## src/rtl/dsfq_pulse_driver.sv

```systemverilog
// Transition-encoded two-wire DSFQ stimulus driver with a small command FIFO.
// Optional toggle counter on evt_cnt is enabled by defining DSFQ_DRV_EVTCNT_EN.
module dsfq_pulse_driver #(
  parameter int DEPTH     = 4,
  parameter int SKEW_W    = 4,
  parameter int GAP_W     = 8,
  parameter int BEGIN_CYC = 8
) (
  input  logic              clk,
  input  logic              rst_n,
  input  logic              cmd_valid,
  output logic              cmd_ready,
  input  logic [1:0]        cmd_sel,
  input  logic              cmd_order,
  input  logic [SKEW_W-1:0] cmd_skew,
  input  logic [GAP_W-1:0]  cmd_gap,
  output logic              a,
  output logic              b,
  output logic              busy,
  output logic [15:0]       evt_cnt
);

  localparam int AW    = (DEPTH < 2) ? 1 : $clog2(DEPTH);
  localparam int BW    = (BEGIN_CYC < 2) ? 1 : $clog2(BEGIN_CYC + 1);
  localparam int CW0   = (SKEW_W > GAP_W) ? SKEW_W : GAP_W;
  localparam int CNT_W = (BW > CW0) ? BW : CW0;
  localparam int ENT_W = 3 + SKEW_W + GAP_W;

  localparam logic [1:0] ST_WAIT = 2'd0;
  localparam logic [1:0] ST_IDLE = 2'd1;
  localparam logic [1:0] ST_SKEW = 2'd2;
  localparam logic [1:0] ST_GAP  = 2'd3;

  logic [ENT_W-1:0] mem_q [DEPTH];
  logic [AW-1:0]    wr_ptr_q, wr_ptr_d;
  logic [AW-1:0]    rd_ptr_q, rd_ptr_d;
  logic [AW:0]      count_q, count_d;
  logic [1:0]       state_q, state_d;
  logic [CNT_W-1:0] cnt_q, cnt_d;
  logic [GAP_W-1:0] gap_q, gap_d;
  logic             second_q, second_d;
  logic             a_q, a_d;
  logic             b_q, b_d;
  logic             busy_q, busy_d;

  logic             full, empty, push, pop;
  logic             tog_a, tog_b;
  logic [ENT_W-1:0] head;
  logic [1:0]       head_sel;
  logic             head_order;
  logic [SKEW_W-1:0] head_skew;
  logic [GAP_W-1:0]  head_gap;

  assign full       = (count_q == (AW+1)'(DEPTH));
  assign empty      = (count_q == '0);
  assign cmd_ready  = !full;
  assign push       = cmd_valid && !full;
  assign pop        = (state_q == ST_IDLE) && !empty;

  assign head       = mem_q[rd_ptr_q];
  assign head_sel   = head[ENT_W-1 -: 2];
  assign head_order = head[GAP_W+SKEW_W];
  assign head_skew  = head[GAP_W +: SKEW_W];
  assign head_gap   = head[GAP_W-1:0];

  always_comb begin
    wr_ptr_d = push ? (wr_ptr_q + AW'(1)) : wr_ptr_q;
    rd_ptr_d = pop  ? (rd_ptr_q + AW'(1)) : rd_ptr_q;
    case ({push, pop})
      2'b10:   count_d = count_q + (AW+1)'(1);
      2'b01:   count_d = count_q - (AW+1)'(1);
      default: count_d = count_q;
    endcase
  end

  // Sequencer: one shared down-counter serves the begin delay, skew and gap.
  always_comb begin
    state_d  = state_q;
    cnt_d    = cnt_q;
    gap_d    = gap_q;
    second_d = second_q;
    tog_a    = 1'b0;
    tog_b    = 1'b0;
    case (state_q)
      ST_WAIT: begin
        if (cnt_q <= CNT_W'(1)) begin
          state_d = ST_IDLE;
        end else begin
          cnt_d = cnt_q - CNT_W'(1);
        end
      end
      ST_IDLE: begin
        if (pop) begin
          gap_d = head_gap;
          case (head_sel)
            2'b01: tog_a = 1'b1;
            2'b10: tog_b = 1'b1;
            2'b11: begin
              if (head_skew == '0) begin
                tog_a = 1'b1;
                tog_b = 1'b1;
              end else if (head_order) begin
                tog_b    = 1'b1;
                second_d = 1'b0;
              end else begin
                tog_a    = 1'b1;
                second_d = 1'b1;
              end
            end
            default: begin
              tog_a = 1'b0;
              tog_b = 1'b0;
            end
          endcase
          if ((head_sel == 2'b11) && (head_skew != '0)) begin
            state_d = ST_SKEW;
            cnt_d   = CNT_W'(head_skew);
          end else if (head_gap == '0) begin
            state_d = ST_IDLE;
          end else begin
            state_d = ST_GAP;
            cnt_d   = CNT_W'(head_gap);
          end
        end else begin
          state_d = ST_IDLE;
        end
      end
      ST_SKEW: begin
        if (cnt_q <= CNT_W'(1)) begin
          if (second_q) begin
            tog_b = 1'b1;
          end else begin
            tog_a = 1'b1;
          end
          if (gap_q == '0) begin
            state_d = ST_IDLE;
          end else begin
            state_d = ST_GAP;
            cnt_d   = CNT_W'(gap_q);
          end
        end else begin
          cnt_d = cnt_q - CNT_W'(1);
        end
      end
      ST_GAP: begin
        if (cnt_q <= CNT_W'(1)) begin
          state_d = ST_IDLE;
        end else begin
          cnt_d = cnt_q - CNT_W'(1);
        end
      end
      default: state_d = ST_IDLE;
    endcase
  end

  always_comb begin
    a_d    = a_q ^ tog_a;
    b_d    = b_q ^ tog_b;
    busy_d = (count_d != '0) || (state_d != ST_IDLE);
  end

  // Control, pointer and output registers.
  always_ff @(posedge clk or negedge rst_n) begin
    if (!rst_n) begin
      state_q  <= ST_WAIT;
      cnt_q    <= CNT_W'(BEGIN_CYC);
      gap_q    <= '0;
      second_q <= 1'b0;
      wr_ptr_q <= '0;
      rd_ptr_q <= '0;
      count_q  <= '0;
      a_q      <= 1'b0;
      b_q      <= 1'b0;
      busy_q   <= 1'b0;
    end else begin
      state_q  <= state_d;
      cnt_q    <= cnt_d;
      gap_q    <= gap_d;
      second_q <= second_d;
      wr_ptr_q <= wr_ptr_d;
      rd_ptr_q <= rd_ptr_d;
      count_q  <= count_d;
      a_q      <= a_d;
      b_q      <= b_d;
      busy_q   <= busy_d;
    end
  end

  // Command storage; head entry is read combinationally at pop.
  always_ff @(posedge clk or negedge rst_n) begin
    if (!rst_n) begin
      for (int i = 0; i < DEPTH; i++) mem_q[i] <= '0;
    end else if (push) begin
      mem_q[wr_ptr_q] <= {cmd_sel, cmd_order, cmd_skew, cmd_gap};
    end
  end

  assign a    = a_q;
  assign b    = b_q;
  assign busy = busy_q;

`ifdef DSFQ_DRV_EVTCNT_EN
  logic [15:0] evt_cnt_q, evt_cnt_d;

  always_comb begin
    evt_cnt_d = evt_cnt_q + {15'd0, tog_a} + {15'd0, tog_b};
  end

  // Wrapping toggle counter.
  always_ff @(posedge clk or negedge rst_n) begin
    if (!rst_n) begin
      evt_cnt_q <= 16'h0000;
    end else begin
      evt_cnt_q <= evt_cnt_d;
    end
  end

  assign evt_cnt = evt_cnt_q;
`else
  assign evt_cnt = 16'h0000;
`endif

endmodule

```

## config.mk

```make
export PLATFORM = sky130hd
export DESIGN_NAME = dsfq_pulse_driver
export DESIGN_NICKNAME = d
export VERILOG_FILES = /design/src/rtl/dsfq_pulse_driver.sv
export SDC_FILE = /design/constraint.sdc
export NUM_CORES = 1
export LEC_CHECK = 0
export ABC_AREA = 1
export CAP_MARGIN = 10
export CORE_UTILIZATION = 48
export DETAILED_ROUTE_END_ITERATION = 7
export HOLD_SLACK_MARGIN = 0.06
export PLACE_DENSITY = 0.7
export SETUP_SLACK_MARGIN = 0.05
export SKIP_LAST_GASP = 1
export SYNTH_ARGS = -nofsm -noshare
export SYNTH_HDL_FRONTEND = slang
export SYNTH_SLANG_ARGS = --single-unit
```

## constraint.sdc

```tcl
create_clock -name clk -period 2.2 [get_ports clk]
set_input_delay 0.33 -clock clk [delete_from_list [all_inputs] [get_ports clk]]
set_output_delay 0.33 -clock clk [all_outputs]
set_load 0.01 [all_outputs]
```

; ---- Word level (Yosys, flattened, before mapping)
; Cells that the tools add are included.
[classes]
addsub = 5
order_cmp = 4
n_eq_ne = 14
mux = 35
bitwise = 5
reduce_logical = 18
[ops]
columns = cell, n
row1 = 60-bit bitwise mux, 1
row2 = 8-bit 2-to-1 mux, 6
row3 = 15-bit 2-to-1 mux, 3
row4 = 15-bit binary-select mux with 2-bit select, 1
row5 = 15-bit demux with 2-bit select, 1
row6 = 8-bit one-hot mux with 3 select lines, 1
row7 = 8-bit zero test, 2
row8 = 2-bit 2-to-1 mux, 6
row9 = "2-bit == test, second input constant", 5
row10 = 1-bit 2-to-1 mux, 10
row11 = "8-bit by 1-bit less-or-equal comparator with 1-bit output, second input constant", 1
row12 = 1-bit one-hot mux with 2 select lines, 4
row13 = 4-bit AND reduction, 2
row14 = "8-bit by 1-bit subtractor with 8-bit output, second input constant", 1
row15 = "2-bit by 1-bit == test with 1-bit output, second input constant", 3
row16 = "3-bit greater-or-equal comparator, second input constant", 2
row17 = "3-bit inequality test, second input constant", 2
row18 = 2-bit NOT with 3-bit output, 2
row19 = 2-bit one-hot mux with 3 select lines, 1
row20 = 3-bit one-hot mux with 2 select lines, 1
row21 = "2-bit by 1-bit adder with 2-bit output, second input constant", 2
row22 = 1-bit logical AND, 4
row23 = 4-bit zero test, 1
row24 = "2-bit inequality test, second input constant", 2
row25 = other kinds (15), 17
[totals]
reg_bits = 89
in_bits = 18
out_inout_bits = 20
wordCells = 95

; ---- Depth between registers and ports, before layout
; Gate-level depths: netlist of run 1.
[depth]
word_depth = 11
mapped_depth = 15
ltp_nobuf = 13

; ---- Worst setup path before layout of run 1
; Ideal clock, no wire load.
[synth_timing]
kind = flip-flop to flip-flop
startpoint = register state_q[1]
endpoint = register busy_q, in the netlist busy
setup_ns = 0.131
t_arrival_ns = 2.264
t_required_ns = 2.069
slack_ns = -0.195
path_stages_with_launch = 14
path_buffers = 1
path_cell_list = dfrtp_1 > inv_1 > ha_1 > buf_2 > inv_1 > nor2_2 > ha_1 > inv_1 > fa_1 > a21oi_1 > o21ai_0 > xnor2_1 > nor3_1 > nand4_1
[synth_between]
elab_chain_cells = 6
elab_cells_between_ends = 16
[synth_lines]
columns = item, line_no
row1 = from (decl), 38  ; logic [1:0] state_q, state_d;
row2 = from (signal assigned), 176  ; state_q <= state_d;
row3 = 2-bit by 1-bit == test with 1-bit output *, 58  ; assign pop = (state_q == ST_IDLE) && !empty;
row4 = 1-bit logical AND *, 58
row5 = via pop, 46  ; logic full, empty, push, pop;
row6 = 2-bit by 1-bit == test with 1-bit output or 2-bit == test (tied branches), 69  ; case ({push, pop})
row7 = 3-bit one-hot mux with 2 select lines *, 69
row8 = via count_d[2], 37  ; logic [AW:0] count_q, count_d;
row9 = 3-bit nonzero test *, 159  ; busy_d = (count_d != '0) || (state_d != ST_IDLE);
row10 = 1-bit logical OR *, 159
row11 = via busy_d, 44  ; logic busy_q, busy_d;
row12 = to (signal assigned), 185  ; busy_q <= busy_d;
row13 = to (decl), 44
; Mark *: on every way through the listed nets, which the timed path passes. The rest lies on a longest branch.
; A chain may end at the register's enable or synchronous reset.

; ---- Final worst setup path of run 1
; Same ends and word-level chain as after synthesis.

==> reports/qor.csv, run 1 <==
stage;metric;value;unit
outcome;outcome;complete, no violations;
global_route;Tot GR Track Use;21.0;%
pwr;Int Power;4.73;mW
cells_and_area;most frequent cells in the layout;219 x nand2_1, 87 x dfrtp_1, 80 x o21ai_0, 54 x nand3_1, 35 x inv_1;
place;port bufs;21;
floorplanning;Initial Util;49.3;%
clocking;Clock Latency Late Sink;0.35;ns
floorplanning;# rows;36;
place;DP HPWL;6.76;mm
place;placed cell count;755;
cells_and_area;number of antenna diodes;0;
global_route;GR Overflow Total;0;
routing;Via Count;3933;
clocking;Clock Tree Root;clkbuf_8;
logic_synthesis;Syn Area/Cell;7.83;um2
floorplanning;Ports;38;
routing;WL final;10.2;mm
cells_and_area;Final #Nets;667;
cells_and_area;area grow syn2layout;12.0;%
pwr;worst vdd ir;0.000625;V
place;Place WS;0.0160;ns
logic_synthesis;share of the synthesized area in the top cell type;45.7;%
logic_synthesis;simple-gate share of the synthesized area;28.8;%
pwr;LEAKAGE;2.65;nW
clocking;clk slew on worst S/H paths;0.09;ns
floorplanning;Die Ht;102;um
worst_setup_path;Crit-path slowest cell;dfrtp_1;
pwr;part of the power in registers;33.4;%
routing;Iter 0 DRT Violations;244;
routing;TritonRoute pass-1 iters;6;
timing;Setup violations, final;0;
min_path;Worst Hold Class;flip-flop to flip-flop;
logic_synthesis;post-synthesis mux area share;0;%
routing;Post-route DRC;0;
clocking;TritonCTS clock tree;done;
global_route;first-pass GRT wire length;17.0;mm
floorplanning;Core Area;9770;um2
pwr;Net Sw Frac;45.4;%
logic_synthesis;Synth Area in Compound Gates;10.7;%
place;GP Congestion;0.864;
logic_synthesis;largest family of logic cells by synthesized area;simple AND/OR/NAND/NOR gates;
timing;worst clock skew;0.0115;ns
logic_synthesis;post-synth cell types;38;
cells_and_area;share of cells above drive strength 1;10.9;%
pwr;clock share of power;14.6;%
routing;via density per instance;5.06;
logic_synthesis;Seq/Total Area, Yosys;46.2;%
logic_synthesis;adder-cell share of the synthesized area;2.75;%
logic_synthesis;Post-Syn Area;4820;um2
logic_synthesis;synth warn;0;
clocking;CTS H-tree lvls;3;
routing;Routed Antenna Nets;0;
floorplanning;Die ar.;10400;um2
clocking;total CTS buffers;9;
worst_setup_path;worst path cell trace;inv_2 > ha_4 > inv_2 > nor2_4 > ha_4 > inv_4 > fa_2 > a21oi_2 > o21ai_1 > xnor2_1 > nor3_1 > nand4_1;
logic_synthesis;Post-Synth XOR/XNOR Area;1.64;%
timing;Final Hold Fails;0;
global_route;vias in the first global route;3554;
logic_synthesis;largest area contributor in the netlist;dfrtp_1;
pwr;switching pwr;3.93;mW
logic_synthesis;Mapped Cells;616;
timing;fin worst setup slack;0.127;ns
clocking;Longest Clk Path Bufs;2;
routing;Routed wire per std cell;13.1;um
worst_setup_path;critical path class;flip-flop to flip-flop;
pwr;Tot Pwr;8.66;mW
timing;Final Max Slew Viols;0;
global_route;initial antenna violation count;0;
cells_and_area;most common cell after layout, fill and taps aside;nand2_1;
flow_run;Max Cap Viol;0;
clocking;Sink Count;89;
logic_synthesis;post-synthesis register bit count;89;
worst_setup_path;WP data required;2.43;ns
pwr;Power Density;1610;nW/um2
timing;RSZ-0062 raised after global routing;yes;
worst_setup_path;CP Capture Type;flip-flop;
pwr;combinational fraction of design power;52.0;%
cells_and_area;Layout Cells excl Fill;777;
logic_synthesis;synth top area cells;dfrtp_1 46%, nand2_1 17%, o21ai_0 8.4%;
worst_setup_path;CP Data Arrival Time;2.30;ns
timing;fmax;482;MHz
worst_setup_path;Crit Path Max Fanout;3;
floorplanning;chip width;102;um
timing;post-route setup TNS;0;ns
worst_setup_path;crit-path max cell delay;0.40;ns
worst_setup_path;CP startpoint kind;flip-flop;
timing;minimum clock period;2.07;ns
global_route;largest net degree at the start of global routing;90;
timing;fin crit share;94.2;%
## metal layers
| layer | GRT usage, % | vias up | share of wire [%] |
|---|---|---|---|
| li1 | - | 1980 | - |
| met3 | 4.17 | 16 | 4.2 |
| met5 | 0 | - | 0 |
| met4 | 5.82 | 0 | 1.7 |
| met1 | 29.1 | 1843 | 46 |
| met2 | 33.9 | 94 | 48 |
## flip-flops by register name, indices dropped and copies added, names as in the netlist
register	cells
gap_q	8
mem_q	60
second_q	1
rd_ptr_q	2
count_q	3
busy	1
state_q	2
b	1
cnt_q	8
a	1
wr_ptr_q	2
## cell usage after synthesis, drive strengths merged
library cell and number:
o211ai 5, nand3b 3, nand3 56, dfstp 1, o22ai 2, conb 1, xor2 5, inv 46
clkinv 4, xnor2 4, o21ai 88, nand2 229, nor2 23, clkbuf 15, buf 27, nor3 3
nand4 1, and2 1, dfrtp 88, fa 1, o32ai 1, a21oi 3, ha 9
## power by group through the flow
stage / logic, mW / registers (mW) / clock network [mW]
floorplan: 3.49 / 2.80 / 0
global placement: 4.19 / 2.88 / 0
detailed placement: 4.34 / 2.91 / 0
CTS: 4.39 / 2.88 / 1.30
global route: 5.13 / 2.98 / 1.37
finish: 4.50 / 2.90 / 1.27
## kinds of logic (layout without fill, tap and decap cells)
kind of cell	count (synthesis)	after routing
other	1	16
adders and majority gates	10	10
xor gates and xnor gates	9	9
AOI/OAI and AO/OA	99	99
DFF	89	89
buffers and inverters	92	105
and+or+nand+nor	316	316
## critical path, delay by kind of cell, from the launching register on
family | cells | cell delay (ns)
adder cells (fa/ha/maj) | 3 | 0.65
flip-flops | 1 | 0.40
AND/OR/NAND/NOR | 3 | 0.38
AO/OA/AOI/OAI | 2 | 0.20
buffers and inverters | 3 | 0.16
XOR/XNOR | 1 | 0.14
## final cells by class
class,instances,area [um2]
fill,919,4380
sequential,89,2230
multi-input combinational,450,2210
timing repair buffer,39,370
inverter,50,196
tap,133,166
clock buffer,9,124
clock inverter,7,100
## timing repair
item	4_1_cts	5_1_grt
resized for setup	0	9
pin swaps	0	5
hold buffers	1	0
setup endpoints to repair	1	1
hold endpoints to repair	88	0
buffers inserted	1	4
## worst paths after layout
| kind | from | end | slack, ns | depth (start not counted) |
|---|---|---|---|---|
| min in group asynchronous | rst_n | b$_DFF_PN0_ | 0.54 | 3 |
| hold reg to reg | second_q$_DFFE_PN0P_ | second_q$_DFFE_PN0P_ | 0.49 | 2 |
| hold / removal | second_q$_DFFE_PN0P_ | second_q$_DFFE_PN0P_ | 0.49 | 2 |
| setup reg to reg | state_q[1]$_DFF_PN0_ | busy$_DFF_PN0_ | 0.13 | 12 |
| max in group asynchronous | rst_n | cnt_q[3]$_DFFE_PN1P_ | 1.26 | 3 |
| setup / recovery | state_q[1]$_DFF_PN0_ | busy$_DFF_PN0_ | 0.13 | 12 |
## metrics by stage
stage	hold WS [ns]	util (%)	instance area, um2
3_5_place_dp	0.414	52.1	5100
2_1_floorplan	0.0344	-	4890
3_3_place_gp	0.412	52.1	5100
6_report	0.488	55.2	5400
5_1_grt	0.506	55.2	5400
4_1_cts	0.495	54.6	5340
Power figures use the tool's default switching activity.
==> run 2: changes to the inputs <==
- ABC_AREA: 1 -> not set
- CTS_CLUSTER_DIAMETER: not set -> 60
- PLACE_DENSITY: 0.7 -> 0.71
==> reports/qor.csv, run 2 <==
stage;metric;value;unit
outcome;outcome;finished with violations;
outcome;failing checks;negative setup slack;
logic_synthesis;simple-gate share of the synthesized area;8.31;%
cells_and_area;most frequent cells in the layout;87 x dfrtp_1, 60 x mux2_2, 53 x buf_4, 41 x nand2_1, 20 x clkdlybuf4s50_1;
clocking;Sink Count;89;
worst_setup_path;Crit Path Max Fanout;7;
cells_and_area;most common cell after layout, fill and taps aside;dfrtp_1;
clocking;Longest Clk Path Bufs;2;
worst_setup_path;internal reg-to-reg setup slack;-0.48;ns
global_route;M1 GR Usage;27.8;%
worst_setup_path;critical path class;flip-flop to flip-flop;
worst_setup_path;crit-path max cell delay;0.54;ns
floorplanning;Core Area;9240;um2
floorplanning;chip width;99.8;um
logic_synthesis;Seq/Total Area, Yosys;48.5;%
routing;via density per instance;5.40;
min_path;Worst Hold Class;input port to async pin;
logic_synthesis;synth warn;0;
logic_synthesis;synth top area cells;dfrtp_1 48%, mux2_2 15%, mux4_1 4.6%;
logic_synthesis;share of the synthesized area in the top cell type;47.9;%
cells_and_area;biggest regs;mem_q: 60 flops, cnt_q: 8 flops, gap_q: 8 flops;
logic_synthesis;Post-Syn Area;4590;um2
global_route;met2 Usage GRT;34.2;%
routing;TritonRoute pass-1 iters;4;
clocking;CTS H-tree lvls;3;
cells_and_area;area grow syn2layout;23.2;%
logic_synthesis;largest area contributor in the netlist;dfrtp_1;
pwr;Power Density;1660;nW/um2
floorplanning;# rows;35;
logic_synthesis;count leader, synth;dfrtp_1;
worst_setup_path;worst path cell trace;buf_6 > mux4_2 > or4_4 > a2111o_1 > and2_4 > mux2_4;
routing;WL final;9.48;mm
clocking;clk slew on worst S/H paths;0.09;ns
timing;Final Max Slew Viols;0;
worst_setup_path;Worst Setup SP;rd_ptr_q[0]$_DFFE_PN0P_;
routing;Routed Antenna Nets;0;
clocking;Clock Latency Late Sink;0.35;ns
clocking;Clock Tree Root;clkbuf_8;
timing;Setup violations, final;13;
cells_and_area;Finished Core Util;61.3;%
routing;Via Count;3151;
worst_setup_path;worst r2r dst;cnt_q[1]$_DFFE_PN0P_;
floorplanning;Die Ht;99.8;um
global_route;vias in the first global route;3169;
pwr;worst vdd ir;0.000756;V
logic_synthesis;Top FF cell, synth;dfrtp_1;
logic_synthesis;largest family of logic cells by synthesized area;multiplexers;
worst_setup_path;WP data required;2.44;ns
worst_setup_path;WP buf/inv;1;
timing;RSZ-0062 raised after global routing;yes;
timing;fin crit share;122;%
global_route;GR peak layer;met2;
global_route;largest net degree at the start of global routing;59;
logic_synthesis;Post-Synth XOR/XNOR Area;2.10;%
routing;Routed wire per std cell;16.3;um
global_route;GR Overflow Total;0;
cells_and_area;number of antenna diodes;0;
logic_synthesis;Syn Area/Cell;12.4;um2
logic_synthesis;Mapped Cells;372;
timing;fmax;373;MHz
timing;hold_ws;0.455;ns
floorplanning;Ports;38;
logic_synthesis;commonest cells in the netlist;88 x dfrtp_1, 60 x mux2_2, 42 x nand2_1, 17 x buf_4, 16 x inv_1;
cells_and_area;flip-flop count of the largest register after layout;60;
place;GP Congestion;0.816;
timing;minimum clock period;2.68;ns
worst_setup_path;CP Data Arrival Time;2.92;ns
pwr;LEAKAGE;2.49;nW
logic_synthesis;post-synthesis register bit count;89;
worst_setup_path;Crit-path slowest cell;mux4_2;
worst_setup_path;CP startpoint kind;flip-flop;
logic_synthesis;Post-synth EDFFs;0;
timing;post-route setup TNS;-4.42;ns
logic_synthesis;asr flop ratio synth;100;%
place;DP HPWL;6.65;mm
cells_and_area;share of cells above drive strength 1;41.0;%
clocking;total CTS buffers;9;
cells_and_area;Biggest register;mem_q;
global_route;grt met3 use;2.99;%
timing;worst clock skew;0.0113;ns
routing;Post-route DRC;0;
floorplanning;Die ar.;9970;um2
logic_synthesis;post-synth cell types;51;
clocking;TritonCTS clock tree;done;
logic_synthesis;post-synthesis mux area share;24.1;%
timing;Final Hold Fails;0;
cells_and_area;Final #Nets;477;
worst_setup_path;Reg-to-Reg Start;rd_ptr_q[0]$_DFFE_PN0P_;
worst_setup_path;R2R depth;6;
flow_run;Max Cap Viol;0;
worst_setup_path;cell family with most CP delay;multiplexers;
floorplanning;Initial Util;49.7;%
logic_synthesis;adder-cell share of the synthesized area;2.89;%
global_route;Tot GR Track Use;20.7;%
global_route;initial antenna violation count;0;
worst_setup_path;CP Capture Type;flip-flop;
logic_synthesis;Synth Area in Compound Gates;7.57;%
timing;fin worst setup slack;-0.482;ns
global_route;first-pass GRT wire length;15.8;mm
routing;Iter 0 DRT Violations;151;
place;port bufs;21;
## run 2: routing by layer
| metal | share of wire (%) | routed length [um] | up-vias |
|---|---|---|---|
| met4 | 1.8 | 175 | 0 |
| met2 | 50 | 4790 | 60 |
| met1 | 45 | 4300 | 1604 |
| met3 | 2.3 | 220 | 15 |
| li1 | - | - | 1472 |
| met5 | 0 | 0 | - |
## run 2: what timing repair did
item / 4_1_cts / 5_1_grt
hold buffers: 1 / 0
pin swaps: 3 / 11
setup endpoints to repair: 14 / 15
gates resized for setup: 15 / 25
endpoints found under the hold margin: 30 / 0
buffers inserted: 3 / 10
## run 2: worst max-delay path by stage
stage	to	cells after the start
after floorplan	cnt_q[1]$_DFFE_PN0P_	8
after global placement	cnt_q[1]$_DFFE_PN0P_	6
after detailed placement	cnt_q[1]$_DFFE_PN0P_	6
after CTS	cnt_q[1]$_DFFE_PN0P_	7
after global routing	cnt_q[1]$_DFFE_PN0P_	6
final	cnt_q[1]$_DFFE_PN0P_	6
## run 2: final cells by class
type	instances	area [um2]
clock inverter	4	33.8
fill	697	3580
tap	129	161
inverter	16	60.1
timing repair buffer	85	776
multi-input combinational	248	2240
sequential	89	2230
clock buffer	12	165
## run 2: per-stage QoR
step           power, mW  cells  area, um2  setup slack, ns
2_1_floorplan       5.98    387       4660           -0.545
3_3_place_gp        7.45    553       5230           -0.448
3_5_place_dp        7.64    553       5230           -0.541
4_1_cts             8.98    573       5500           -0.482
5_1_grt             10.0    583       5660           -0.551
6_report            9.39    583       5660           -0.482
## run 2: power breakdown
group / switching [mW] / leakage (nW) / internal [mW]
registers: 0.526 / 1.06 / 2.49
logic: 2.28 / 1.32 / 3.00
clock network: 0.583 / 0.0992 / 0.512
total: 3.39 / 2.49 / 6.00
## run 2: logic make-up after synthesis
group | after synthesis
flops | 89
mux | 80
simple gates | 78
compound gates | 53
buf+inv | 50
xor+xnor | 11
fa+ha+maj | 10
other cells | 1
==> run 3: changes to the inputs <==
- CORE_UTILIZATION: 48 -> 52
- PLACE_DENSITY: 0.71 -> 0.76
- RECOVER_POWER: not set -> 25
==> reports/qor.csv, run 3 (same netlist as run 2, synthesis figures left out) <==
stage;metric;value;unit
worst_setup_path;CP Data Arrival Time;2.99;ns
global_route;first-pass GRT wire length;15.5;mm
global_route;Tot GR Track Use;23.0;%
routing;via density per instance;5.70;
pwr;worst vdd ir;0.000868;V
floorplanning;Ports;38;
place;placed cell count;525;
routing;TritonRoute pass-1 iters;6;
pwr;switching pwr;3.33;mW
pwr;Net Sw Frac;36.8;%
timing;Setup violations, final;13;
floorplanning;Initial Util;54.8;%
global_route;largest net degree at the start of global routing;49;
cells_and_area;flip-flop count of the largest register after layout;60;
cells_and_area;area grow syn2layout;19.3;%
routing;Post-route DRC;0;
cells_and_area;number of antenna diodes;0;
routing;Via Count;3113;
worst_setup_path;WP data required;2.45;ns
worst_setup_path;crit-path max cell delay;0.52;ns
clocking;Sink Count;89;
global_route;vias in the first global route;3101;
worst_setup_path;CP Capture Type;flip-flop;
place;DP HPWL;6.69;mm
timing;fin crit share;125;%
routing;Routed Antenna Nets;0;
global_route;initial antenna violation count;0;
pwr;part of the power in registers;33.5;%
global_route;GR Overflow Total;0;
routing;Iter 0 DRT Violations;227;
outcome;outcome;finished with violations;
place;port bufs;21;
cells_and_area;Layout Cells excl Fill;546;
cells_and_area;Biggest register;mem_q;
flow_run;Max Cap Viol;0;
floorplanning;Core Area;8380;um2
timing;RSZ-0062 raised after global routing;yes;
clocking;Clock Tree Root;clkbuf_8;
worst_setup_path;worst path cell trace;buf_6 > buf_4 > mux4_2 > or4_4 > a2111o_1 > buf_4 > buf_6 > a21oi_4 > a31oi_4;
pwr;clock share of power;12.8;%
routing;WL final;9.81;mm
cells_and_area;biggest regs;mem_q: 60 flops, cnt_q: 8 flops, gap_q: 8 flops;
clocking;TritonCTS clock tree;done;
worst_setup_path;critical path class;flip-flop to flip-flop;
cells_and_area;most common cell after layout, fill and taps aside;dfrtp_1;
cells_and_area;share of cells above drive strength 1;35.6;%
timing;relative max-transition margin;31.0;%
pwr;Tot Pwr;9.06;mW
clocking;total CTS buffers;9;
timing;fin worst setup slack;-0.542;ns
cells_and_area;Final #Nets;464;
timing;fmax;365;MHz
routing;Routed wire per std cell;18.0;um
clocking;CTS H-tree lvls;3;
floorplanning;# rows;33;
floorplanning;chip width;96.0;um
place;GP Congestion;0.888;
cells_and_area;most frequent cells in the layout;87 x dfrtp_1, 60 x mux2_2, 41 x nand2_1, 39 x buf_4, 20 x clkdlybuf4s50_1;
pwr;Int Power;5.73;mW
floorplanning;Die Ht;96.0;um
min_path;Worst Hold Class;flip-flop to flip-flop;
pwr;Power Density;1650;nW/um2
clocking;Clock Latency Late Sink;0.36;ns
clocking;clk slew on worst S/H paths;0.09;ns
timing;worst clock skew;0.00975;ns
timing;minimum clock period;2.74;ns
floorplanning;Die ar.;9220;um2
timing;Final Hold Fails;0;
timing;Slew @ Worst Pin;1.03;ns
worst_setup_path;Crit-path slowest cell;mux4_2;
worst_setup_path;CP startpoint kind;flip-flop;
pwr;combinational fraction of design power;53.8;%
clocking;Longest Clk Path Bufs;2;
pwr;LEAKAGE;2.43;nW
outcome;failing checks;negative setup slack;
timing;Final Max Slew Viols;0;
worst_setup_path;Crit Path Max Fanout;6;
## run 3: what timing repair did
| action | CTS | global route |
|---|---|---|
| hold buffers | 1 | 0 |
| resized for setup | 13 | 8 |
| pin swaps | 2 | 3 |
| gates cloned | 0 | 0 |
| endpoints found under the hold margin | 40 | 0 |
| endpoints found under the setup margin | 14 | 14 |
| buffers inserted | 3 | 2 |
## run 3: per-stage QoR
step	setup slack, ns	hold WS (ns)	util [%]	area, um2	setup TNS [ns]
after floorplan	-0.545	0.0344	-	4660	-3.51
after global placement	-0.476	0.350	61.8	5180	-4.56
after detailed placement	-0.564	0.356	61.8	5180	-5.81
after CTS	-0.473	0.479	65.0	5450	-4.60
after global routing	-0.590	0.502	65.4	5480	-10.63
final	-0.542	0.476	65.4	5480	-5.06
## run 3: power by group through the flow
stage	combinational, mW	sequential (mW)	clock [mW]
after floorplan	3.14	2.84	0
after global placement	4.42	2.98	0
after detailed placement	4.59	3.03	0
after CTS	4.74	3.01	1.17
after global routing	5.25	3.12	1.22
final	4.87	3.03	1.16
## run 3: critical path, delay by kind of cell (launching register included)
kind	cells	cell delay (ns)
mux	1	0.52
flops	1	0.47
buf+inv	4	0.54
compound gates	3	0.66
simple gates	1	0.44
## run 3: worst paths after layout
path / slack, ns / to / startpoint / depth (start not counted)
worst max-delay path: -0.54 / cnt_q[6]$_DFFE_PN0P_ / rd_ptr_q[0]$_DFFE_PN0P_ / 9
worst min-delay path: 0.48 / b$_DFF_PN0_ / b$_DFF_PN0_ / 1
worst max register to register: -0.54 / cnt_q[6]$_DFFE_PN0P_ / rd_ptr_q[0]$_DFFE_PN0P_ / 9
worst min register to register: 0.48 / b$_DFF_PN0_ / b$_DFF_PN0_ / 1
max in group asynchronous: 0.20 / rd_ptr_q[0]$_DFFE_PN0P_ / rst_n / 3
min in group asynchronous: 0.68 / count_q[1]$_DFF_PN0_ / rst_n / 2
## run 3: cell type report
type                       instances  area [um2]
sequential                        89        2230
tap                              105         131
inverter                          16        60.1
clock inverter                     6        66.3
timing repair buffer              72         672
multi-input combinational        248        2180
fill                             608        2900
clock buffer                      10         138
## run 3: layer usage
| layer | wire, um | up-vias | share of wire, % | track usage [%] |
|---|---|---|---|---|
| li1 | - | 1441 | - | - |
| met1 | 4390 | 1568 | 45 | 30.8 |
| met2 | 4930 | 92 | 50 | 38.5 |
| met3 | 379 | 12 | 3.9 | 4.03 |
| met4 | 112 | 0 | 1.1 | 7.09 |
| met5 | 0 | - | 0 | 0 |
